`src/rtl/display_scan.sv`:
```
// Time-multiplexed 7-segment scan controller with per-slot blanking gaps and
// frame-synchronous value loads; digit_value/digit_anode are registered (1 cycle).
module display_scan #(
  parameter int NUM_DIGITS   = 4,
  parameter int CLK_DIV      = 50000,
  parameter int BLANK_CYCLES = 16,
  parameter int ANODE_ACT_LO = 1
) (
  input  logic                            clk,
  input  logic                            rst_n,
  input  logic                            load,
  input  logic [5*NUM_DIGITS-1:0]         values_in,
  input  logic [NUM_DIGITS-1:0]           blank_in,
  output logic                            load_ack,
  output logic [4:0]                      digit_value,
  output logic [NUM_DIGITS-1:0]           digit_anode,
  output logic [$clog2(NUM_DIGITS)-1:0]   digit_idx
);

  localparam int IDX_W = $clog2(NUM_DIGITS);
  localparam int CNT_W = (CLK_DIV > 1) ? $clog2(CLK_DIV) : 1;
  localparam bit ACT_LO = (ANODE_ACT_LO != 0);
  localparam logic [NUM_DIGITS-1:0] ANODE_OFF = {NUM_DIGITS{ACT_LO}};

  logic [CNT_W-1:0]          cnt;
  logic [5*NUM_DIGITS-1:0]   live_val;
  logic [NUM_DIGITS-1:0]     live_blank;
  logic [5*NUM_DIGITS-1:0]   staged_val;
  logic [NUM_DIGITS-1:0]     staged_blank;
  logic                      pending;

  logic                      wrap;
  logic                      commit;
  logic [CNT_W-1:0]          cnt_next;
  logic [IDX_W-1:0]          idx_next;
  logic                      show_next;
  logic [5*NUM_DIGITS-1:0]   val_src;
  logic [NUM_DIGITS-1:0]     blank_src;
  logic [4:0]                value_next;
  logic [NUM_DIGITS-1:0]     anode_on;

  always_comb begin
    wrap      = (cnt == CNT_W'(CLK_DIV - 1));
    cnt_next  = wrap ? '0 : cnt + 1'b1;
    if (!wrap)
      idx_next = digit_idx;
    else if (digit_idx == IDX_W'(NUM_DIGITS - 1))
      idx_next = '0;
    else
      idx_next = digit_idx + 1'b1;
    commit    = wrap && (digit_idx == IDX_W'(NUM_DIGITS - 1)) && pending;
    show_next = (cnt_next >= CNT_W'(BLANK_CYCLES));
    // The slot about to start must already see freshly committed data.
    val_src   = commit ? staged_val : live_val;
    blank_src = commit ? staged_blank : live_blank;
    value_next = '0;
    anode_on   = '0;
    for (int i = 0; i < NUM_DIGITS; i++) begin
      if (idx_next == IDX_W'(i)) begin
        value_next  = val_src[5*i +: 5];
        anode_on[i] = show_next && !blank_src[i];
      end
    end
  end

  always_ff @(posedge clk or negedge rst_n) begin
    if (!rst_n) begin
      cnt          <= '0;
      digit_idx    <= '0;
      live_val     <= '0;
      live_blank   <= '0;
      staged_val   <= '0;
      staged_blank <= '0;
      pending      <= 1'b0;
      load_ack     <= 1'b0;
      digit_value  <= 5'd0;
      digit_anode  <= ANODE_OFF;
    end else begin
      cnt         <= cnt_next;
      digit_idx   <= idx_next;
      load_ack    <= commit;
      digit_anode <= anode_on ^ ANODE_OFF;
      if (wrap)
        digit_value <= value_next;
      if (commit) begin
        live_val   <= staged_val;
        live_blank <= staged_blank;
      end
      // A load coinciding with a commit stages for the following frame.
      if (load) begin
        staged_val   <= values_in;
        staged_blank <= blank_in;
        pending      <= 1'b1;
      end else if (commit) begin
        pending <= 1'b0;
      end
    end
  end

endmodule

```
`config.mk`:
```
export PLATFORM = sky130hd
export DESIGN_NAME = display_scan
export DESIGN_NICKNAME = d
export VERILOG_FILES = /design/src/rtl/display_scan.sv
export SDC_FILE = /design/constraint.sdc
export NUM_CORES = 1
export LEC_CHECK = 0
export ABC_AREA = 1
export BUFFER_PORTS_ARGS = -buffer_cell sky130_fd_sc_hd__buf_2
export CAP_MARGIN = 10
export CORE_MARGIN = 3
export CORE_UTILIZATION = 32
export CTS_BUF_LIST = sky130_fd_sc_hd__clkbuf_16
export DETAILED_ROUTE_END_ITERATION = 8
export PLACE_DENSITY = 0.47
export SLEW_MARGIN = 20
export SYNTH_ARGS = -nofsm -noshare
export SYNTH_HDL_FRONTEND = slang
export SYNTH_SLANG_ARGS = --single-unit
```
`constraint.sdc`:
```
create_clock -name clk -period 2.9 [get_ports clk]
set_input_delay 0.725 -clock clk [delete_from_list [all_inputs] [get_ports clk]]
set_output_delay 0.725 -clock clk [all_outputs]
set_load 0.01 [all_outputs]
```
==> results of run 1 <==
## cell usage in the layout (no fill, tap or decap)
cell and instances:
o21ai_0 13, clkinv_4 2, or2_2 1, nand3_4 1
nand2_1 181, buf_2 37, ha_1 2, inv_2 4
nand3b_1 2, nand4_4 2, nand2_4 3, clkbuf_16 9
nor2_2 4, o21ai_1 11, nand4_1 18, dfstp_2 4
nand3_1 17, nor3b_1 1, bufinv_16 2, xor2_1 2
inv_1 57, nor2_4 4, nor3_1 6, buf_4 7
a21oi_1 6, dfrtp_1 73, nand3_2 2, nor2_8 2
nand2_2 9, o21bai_1 1, clkinv_1 1, nor2_1 30
## kinds of logic after synthesis
group	count (synthesis)	share of synthesized area (%)
AO/OA/AOI/OAI	31	4.16
XOR/XNOR	2	0.462
adder cells (fa/ha/maj)	2	0.660
buffers and inverters	73	8.65
flip-flops	77	51.0
AND/OR/NAND/NOR	283	35.1
## worst min path at each step
stage               endpoint    from  slack, ns
finish              load_ack   rst_n       0.38
global route        load_ack   rst_n       0.43
CTS                 load_ack   rst_n       0.41
detailed placement    cnt[0]  cnt[0]       0.46
global placement      cnt[0]  cnt[0]       0.44
floorplan             cnt[0]   rst_n       0.43
## final cells by class
class / count / area [sq um]
Fill cell: 1240 / 7100
Sequential cell: 77 / 1930
Multi-Input combinational cell: 318 / 1530
Timing Repair Buffer: 44 / 238
Inverter: 59 / 226
Clock buffer: 9 / 225
Tap cell: 143 / 179
Clock inverter: 7 / 83.8
## state kept, by name, summed over array words and instances (netlist names)
name	flops
live_blank	4
staged_val	20
digit_anode	4
digit_idx	2
live_val	20
load_ack	1
staged_blank	4
cnt	16
digit_value	5
pending	1
## metal layers
layer	global-route usage [%]	vias to the layer above
li1	-	1542
met1	18.7	1368
met2	23.5	53
met3	3.68	12
met4	5.87	0
met5	0	-
## worst max-delay path, stage by stage (launching register included)
cell     delay [ns]
dfrtp_1        0.37
ha_1           0.23
nand3_4        0.17
nor2_2         0.17
nand2_1        0.29
nand2_1        0.17
nand2_2        0.13
nor2_2         0.29
nand2_1        0.09
nand3_1        0.08
nor2_1         0.04
nor2_1         0.07
## power by group through the flow
stage	Sequential [mW]	Combinational [mW]	Clock, mW
4_1_cts	1.12	0.0873	1.20
5_1_grt	1.12	0.0998	1.24
3_3_place_gp	1.14	0.0858	0
6_report	1.12	0.0827	1.18
3_5_place_dp	1.14	0.0871	0
2_1_floorplan	1.13	0.0357	0
==> results.yml, run 1 <==
detailed_routing:
  drt_iter0_drc: 168
  viasPerCell: 4.53
  met2_length_mm: 4.18
  drcViolationCount: 0
  vias: 2975
  wl_met1_mm: 4.19
  wl_per_cell_um: 13.5
  top_layer_used: "met4"
  ant_nets: 0
  wl_met3_um: 343
  wirelength_mm: 8.90
  drtPass1Iterations: 4
die:
  io_pins: 39
  fp.dieW_um: 115
  dieArea_sq_um: 13200
  initial_core_util_pct: 32.9
  die-height_um: 115
  num_rows: 39
  core_sq_um: 11500
placed_design:
  dp_cells: 641
  dpl.hpwl_mm: 6.54
  gp_congestion: 0.840
  pre_cts_slack_ns: 0.701
  numPortBuffers: 38
  dpl_cell_area_sq_um: 4100
final_layout:
  area_delta_synth_final_pct: 16.5
  fin_nets: 538
  stdcell_count: 657
  fin_util_pct: 38.3
  finalInstanceArea_sq_um: 4410
  drive_above_1_share_pct: 18.1
  insertedDiodeCount: 0
synth:
  synth_area_per_cell_sq_um: 8.10
  ys_top_cells_by_count: "nand2_1 (181), dfrtp_1 (73), inv_1 (54), nor2_1 (30), nand4_1 (18)"
  yosys.area.top_type: "dfrtp_1"
  ys_warn_count: 0
  ys.flop_type: "dfrtp_1"
  synth_edf_count: 0
  ys_seq_elements: 77
  syn_inst: 468
  ys_seq_area_share_pct: 51.0
  async_reset_ff_share_pct: 100
  syn_area_sq_um: 3790
  syn_nets: 497
  ys_top_cells_by_area: "dfrtp_1 (48%), nand2_1 (18%), inv_1 (5.4%)"
  yosysMostFrequentCell: "nand2_1"
  synth_top_area_share_pct: 48.2
  ys_types: 33
status:
  status: "complete, no violations"
critical_path:
  cp.arrival_ns: 2.45
  crit-reg2reg-launch: "cnt[0]"
  crit_type: "reg2reg"
  end_kind: "flip-flop"
  critPathMaxFanout: 11
  worstSetupStartpointType: "flip-flop"
  ff2ff_setup_slack_ns: 0.72
  cp.required_ns: 3.17
  setup.worst_path.end: "digit_value[3]"
  regToRegEndpoint: "digit_value[3]"
  crit_start: "cnt[0]"
  r2r_cells: 11
grt:
  grt_max_degree: 46
  grt_pass1_vias: 2952
  grt_pass1_wl_mm: 14.8
  track_usage_pct: 14.5
  grt_overflow_total: 0
  antenna_found_initial: 0
power_and_ir_drop:
  power.density_nw_per_um2: 539
  switchingPower_mw: 0.502
  max-vdd-ir-drop_mv: 0.285
  p_sw_share_pct: 21.1
  p_leak_nw: 2.42
  power.total_mw: 2.38
  combPwrFrac_pct: 3.5
  pwr-share-clk_pct: 49.5
  internal-power_mw: 1.88
  pwr-share-seq_pct: 47.0
timing:
  setup_slack_ns: 0.722
  finalClockSkew_ns: 0.00601
  max_slew_margin_pct: 61.7
  min_period_over_period_pct: 75.1
  period_minus_slack_ns: 2.18
  hold_slack_ns: 0.381
  slew_violations: 0
  fmaxAchievable_ghz: 0.459
  hold_violations: 0
  rsz0062_at_grt: "false"
  setup_viol_count_final: 0
  tightest_slew_ns: 0.574
  fin_tns_setup_ns: 0
clocking:
  clockBufferDepth: 2
  htreeDepth: 3
  cts_tree: "yes"
  insertion_delay_ns: 0.34
  hold_buffers: 0
  cts-root-buf: "clkbuf_16"
  cts_buffers: 9
  post_cts_buffers: 0
  cts_resized: 0
  clk_pin_slew_ns: 0.06
  cts.sinks: 77
job:
  maxCapViolCount: 0
min_path:
  hold_path_class: "in2async"
Note: power is estimated with default switching activity, not from simulation.
==> run 2: changes to the inputs <==
--- a/config.mk
+++ b/config.mk
@@ -12,7 +12,7 @@
 export CORE_UTILIZATION = 32
 export CTS_BUF_LIST = sky130_fd_sc_hd__clkbuf_16
 export DETAILED_ROUTE_END_ITERATION = 8
-export PLACE_DENSITY = 0.47
+export PLACE_DENSITY = 0.48
 export SLEW_MARGIN = 20
 export SYNTH_ARGS = -nofsm -noshare
 export SYNTH_HDL_FRONTEND = slang
==> constraint.sdc (replaced) <==
create_clock -name clk -period 2 [get_ports clk]
set_input_delay 0.5 -clock clk [delete_from_list [all_inputs] [get_ports clk]]
set_output_delay 0.5 -clock clk [all_outputs]
set_load 0.01 [all_outputs]
==> run 2 against run 1 <==
Die area unchanged; design area up 6.2%; largest power group is now registers; cell count up 3.7%; non-clock buffer count up 24; sequential cell count unchanged; hold slack worse by 0.24 ns; maximum frequency up 18%; clock power up 36%; utilization up 2.4 points; global-route usage up 0.75 points; clock skew about the same; total power up 41%.
==> results.yml, run 2 (synthesis gave the netlist of run 1 again) <==
status:
  status: "complete, no violations"
clocking:
  hold_buffers: 0
  clockBufferDepth: 2
  clk_pin_slew_ns: 0.06
  insertion_delay_ns: 0.34
  cts_buffers: 9
  htreeDepth: 3
  cts-root-buf: "clkbuf_16"
  cts.sinks: 77
  cts_tree: "yes"
detailed_routing:
  drtPass1Iterations: 4
  ant_nets: 0
  drcViolationCount: 0
  drt_iter0_drc: 84
  viasPerCell: 4.50
  vias: 3063
  wirelength_mm: 9.18
  wl_per_cell_um: 13.5
critical_path:
  critPathMaxFanout: 5
  ff2ff_setup_slack_ns: 0.15
  cp.arrival_ns: 2.07
  cp.required_ns: 2.22
  regToRegEndpoint: "digit_value[1]"
  worstSetupStartpointType: "flip-flop"
  end_kind: "flip-flop"
  r2r_cells: 14
  crit_type: "reg2reg"
  crit-reg2reg-launch: "cnt[0]"
  crit_start: "cnt[0]"
timing:
  setup_viol_count_final: 0
  fmaxAchievable_ghz: 0.541
  tightest_slew_ns: 0.499
  slew_violations: 0
  max_slew_margin_pct: 66.7
  finalClockSkew_ns: 0.00603
  period_minus_slack_ns: 1.85
  hold_violations: 0
  rsz0062_at_grt: "true"
  fin_tns_setup_ns: 0
  min_period_over_period_pct: 92.4
final_layout:
  multi_input_area_sq_um: 1580
  layout_commonest_cell: "nand2_1"
  area_delta_synth_final_pct: 23.7
  drive_above_1_share_pct: 24.5
  fin_nets: 562
  nFillCells: 1205
  seq_area_sq_um: 1930
  mostFrequentLayoutCells: "nand2_1 (178), dfrtp_1 (72), inv_1 (56)"
  insertedDiodeCount: 0
  largestRegisters: "live_val x20, staged_val x20, cnt x16"
  stdcell_count: 681
power_and_ir_drop:
  max-vdd-ir-drop_mv: 0.472
  power.total_mw: 3.35
  p_leak_nw: 2.55
  power.density_nw_per_um2: 716
placed_design:
  numPortBuffers: 38
  dpl.hpwl_mm: 6.92
  dp_cells: 659
  gp_congestion: 0.913
grt:
  grt_pass1_wl_mm: 15.8
  grt_use_met2_pct: 24.4
  grt_most_used_layer: "met2"
  gr-usage-met3_pct: 3.63
  grt_max_degree: 38
  grt_overflow_total: 0
  grt_pass1_vias: 3187
  grt_use_met1_pct: 20.2
  antenna_found_initial: 0
  track_usage_pct: 15.3
die:
  initial_core_util_pct: 32.9
  core_sq_um: 11500
  io_pins: 39
  fp.dieW_um: 115
  die-height_um: 115
  dieArea_sq_um: 13200
  num_rows: 39
min_path:
  hold_path_class: "in2async"
job:
  maxCapViolCount: 0
## run 2: cell types whose count changed in the layout (fill, tap and decap cells not counted), moves of 2 or more
cell,delta
o21ai_1,-2
nor2_2,+4
nand2_1,-3
buf_4,+18
nor2_1,-5
buf_12,+4
buf_6,+2
nand2_2,+3
o21ai_2,+2
## run 2: cell type report
class | count | share of cell area, %
Clock buffer | 9 | 4.81
Clock inverter | 7 | 1.44
Inverter | 59 | 4.89
Multi-Input combinational cell | 318 | 33.7
Sequential cell | 77 | 41.2
Tap cell | 143 | 3.82
Timing Repair Buffer | 68 | 10.1
## run 2: layer usage
layer,wire length (um),vias to the layer above
met2,4260,49
met1,4360,1411
met4,228,0
li1,-,1585
met3,323,18
met5,0,-
## run 2: timing repair
item	in CTS	in global routing
resized for setup	4	14
setup endpoints to repair	6	9
pin swaps	0	9
buffers inserted	0	6
## run 2: metrics by stage
stage	hold WS [ns]	util, %	setup slack [ns]	instance area (sq um)
final	0.138	40.7	0.151	4690
after global routing	0.163	40.7	-0.00948	4690
after CTS	0.151	39.8	0.00224	4580
after detailed placement	0.460	37.1	-0.0412	4280
after global placement	0.444	37.1	0.00813	4280
after floorplan	0.204	-	0.297	3790
## run 2: worst max path at each step
stage          cells after the start  slack (ns)              to
2_1_floorplan                     13        0.30  digit_value[0]
3_3_place_gp                      11       0.008  digit_anode[3]
3_5_place_dp                      14       -0.04  digit_value[1]
4_1_cts                           14       0.002  digit_value[2]
5_1_grt                           11      -0.009  digit_anode[1]
6_report                          14        0.15  digit_value[1]
## run 2: critical path, stage by stage (launching register included)
cell and delay (ns):
dfrtp_1 0.40, ha_4 0.17, nand3_4 0.10, buf_12 0.15, clkinv_4 0.05, nand2_2 0.06
nor2_4 0.15, nand2_2 0.09, nand2_4 0.09, buf_6 0.11, nor2_8 0.04, nand2_1 0.07
nand2_1 0.06, o21ai_2 0.13, nand2_1 0.07
## run 2: report_power, final
part	internal, mW	switching [mW]	total [mW]
clock network	0.961	0.648	1.61
logic	0.0453	0.0793	0.125
registers	1.60	0.0190	1.62
total	2.61	0.746	3.35
==> run 3: changes to the inputs <==
--- a/config.mk
+++ b/config.mk
@@ -5,7 +5,7 @@
 export SDC_FILE = /design/constraint.sdc
 export NUM_CORES = 1
 export LEC_CHECK = 0
-export ABC_AREA = 1
+export ABC_AREA = 0
 export BUFFER_PORTS_ARGS = -buffer_cell sky130_fd_sc_hd__buf_2
 export CAP_MARGIN = 10
 export CORE_MARGIN = 3
==> run 3 against run 2 <==
Sequential cell count unchanged; sequential share of layout area rose by 2.4 points; clock power shrank 9.9%; critical path depth fell by 6; wire length down 13%; hold slack got worse by 0.083 ns; die area shrank 5.3%; synthesized cell count shrank 27%; utilization is 1.1 points higher; maximum frequency shrank 6.9%; critical path type unchanged.
==> results.yml, run 3 <==
critical_path:
  end_kind: "flip-flop"
  cp.arrival_ns: 2.25
  crit_chain: "ha_2 > buf_6 > nand4_1 > nor4_2 > mux2_2 > o21ai_2 > nand3_2 > nand3_2"
  path_common_cell: "nand3_2"
  critPathMaxFanout: 4
  worstSetupStartpointType: "flip-flop"
  cp.required_ns: 2.26
  cp_slowest_stage_delay_ns: 0.38
  cp_slowest_cell: "dfrtp_1"
  r2r_cells: 8
  crit_type: "reg2reg"
synth:
  ys.flop_type: "dfrtp_1"
  synth_edf_count: 0
  ys_top_cells_by_area: "dfrtp_1 (51%), mux2_2 (10%), nand2_1 (9.2%)"
  ys_types: 46
  synth_area_per_cell_sq_um: 10.5
  syn_inst: 340
  syn_area_sq_um: 3580
  yosysMostFrequentCell: "nand2_1"
  ys_warn_count: 0
  async_reset_ff_share_pct: 100
  ys_seq_area_share_pct: 54.0
  syn_nets: 369
  synth_top_area_share_pct: 51.1
  yosys.area.top_type: "dfrtp_1"
  ys_seq_elements: 77
  ys_top_cells_by_count: "nand2_1 (88), dfrtp_1 (73), mux2_2 (32), nor2_1 (19), clkbuf_1 (10)"
final_layout:
  nFillCells: 1041
  area_delta_synth_final_pct: 24.0
  largestRegisters: "live_val x20, staged_val x20, cnt x16"
  seq_area_sq_um: 1930
  fin_util_pct: 41.8
  fin_nets: 432
  finalInstanceArea_sq_um: 4430
  insertedDiodeCount: 0
  multi_input_area_sq_um: 1600
  drive_above_1_share_pct: 34.6
  layout_commonest_cell: "nand2_1"
  mostFrequentLayoutCells: "nand2_1 (88), dfrtp_1 (72), buf_2 (37)"
power_and_ir_drop:
  max-vdd-ir-drop_mv: 0.526
  p_leak_nw: 2.06
  power.density_nw_per_um2: 726
grt:
  grt_overflow_total: 0
  grt_pass1_wl_mm: 13.3
  grt_max_degree: 39
  track_usage_pct: 13.5
  grt_pass1_vias: 2672
  antenna_found_initial: 0
timing:
  period_minus_slack_ns: 1.99
  min_period_over_period_pct: 99.3
  slew_violations: 0
  rsz0062_at_grt: "true"
  finalClockSkew_ns: 0.00430
  setup_viol_count_final: 0
  max_slew_margin_pct: 70.7
  tightest_slew_ns: 0.438
  hold_violations: 0
  fin_tns_setup_ns: 0
  fmaxAchievable_ghz: 0.504
clocking:
  clockBufferDepth: 2
  cts_tree: "yes"
  cts-root-buf: "clkbuf_16"
  cts_buffers: 9
  cts.sinks: 77
  htreeDepth: 3
  clk_pin_slew_ns: 0.06
  insertion_delay_ns: 0.33
  hold_buffers: 0
die:
  fp.dieW_um: 112
  core_sq_um: 10600
  die-height_um: 112
  io_pins: 39
  dieArea_sq_um: 12500
  initial_core_util_pct: 33.7
  num_rows: 37
detailed_routing:
  wirelength_mm: 7.95
  drtPass1Iterations: 4
  vias: 2637
  wl_per_cell_um: 14.6
  ant_nets: 0
  viasPerCell: 4.85
  drcViolationCount: 0
  drt_iter0_drc: 88
min_path:
  hold_path_class: "in2async"
placed_design:
  gp_congestion: 0.899
  dpl.hpwl_mm: 5.74
  dpl_cell_area_sq_um: 4110
  numPortBuffers: 38
status:
  status: "complete, no violations"
job:
  maxCapViolCount: 0
==> run 3: changes by cell type in the layout (fill, tap and decap cells not counted), sizes merged, moves of 5 or more <==
cell    change
nand4      -15
nand3       -9
xnor2       +8
a211oi      +5
o21ai      -15
mux2       +33
a31oi       +6
nand2     -104
o31ai       +5
nor2       -21
inv        -59
==> run 3: worst paths after layout <==
check	to	start	slack, ns
min in group clk	staged_val[2]	values_in[2]	0.39
worst min-delay path	cnt[15]	rst_n	0.06
worst min register to register	live_val[18]	live_val[18]	0.46
max in group asynchronous	staged_val[15]	rst_n	1.38
worst max register to register	digit_anode[0]	cnt[1]	0.01
worst max-delay path	digit_anode[0]	cnt[1]	0.01
==> run 3: area by class of cell <==
class / count / area share (%)
multi-input combinational: 241 / 36.0
timing repair buffer: 71 / 10.3
clock buffer: 9 / 5.08
inverter: 3 / 0.254
clock inverter: 7 / 0.959
sequential: 77 / 43.6
tap: 136 / 3.84
==> run 3: metrics by stage <==
| stage | instances | hold slack, ns | setup WS (ns) | power [mW] |
|---|---|---|---|---|
| after floorplan | 340 | 0.204 | 0.0528 | 1.72 |
| after detailed placement | 528 | 0.418 | -0.0192 | 1.80 |
| after global routing | 544 | 0.0701 | -0.0956 | 3.36 |
| after global placement | 528 | 0.419 | -0.0266 | 1.80 |
| after CTS | 544 | 0.0610 | 0.0127 | 3.28 |
| final | 544 | 0.0551 | 0.0149 | 3.22 |
==> run 3: what timing repair did <==
action	in CTS	in global routing
cloned	0	0
resized for setup	1	16
pin swaps	0	5
endpoints found under the setup margin	1	8
setup buffers	0	0
==> run 3: cells by family (layout without fill, tap and decap cells) <==
family	Yosys count	after routing	share of synthesized area (%)
AND/OR/NAND/NOR	149	149	19.9
flip-flops	77	77	54.0
AO/OA/AOI/OAI	42	42	8.19
multiplexers	34	34	10.8
buffers and inverters	22	90	2.97
XOR/XNOR	14	14	3.43
adder cells (fa/ha/maj)	2	2	0.699
==> run 3: routing by layer <==
metal / up-vias / GRT usage, % / part of all wire (%) / wire [um]
li1: 1303 / - / - / -
met1: 1274 / 16.8 / 46 / 3670
met2: 46 / 21.9 / 48 / 3840
met3: 14 / 3.80 / 3.4 / 270
met4: 0 / 6.08 / 2.2 / 172
met5: - / 0 / 0 / 0
==> run 3: where the power goes <==
part / switching, mW / leakage, nW / internal, mW
Sequential: 0.0331 / 0.986 / 1.61
Combinational: 0.0562 / 0.941 / 0.0683
Clock: 0.625 / 0.130 / 0.830
Total: 0.714 / 2.06 / 2.51
==> run 3: worst max-delay path, delay by kind of cell, from the launching register on <==
family | cells | cell delay, ns
buf+inv | 1 | 0.11
compound gates | 1 | 0.12
simple gates | 4 | 0.71
fa+ha+maj | 1 | 0.20
flops | 1 | 0.38
mux | 1 | 0.38
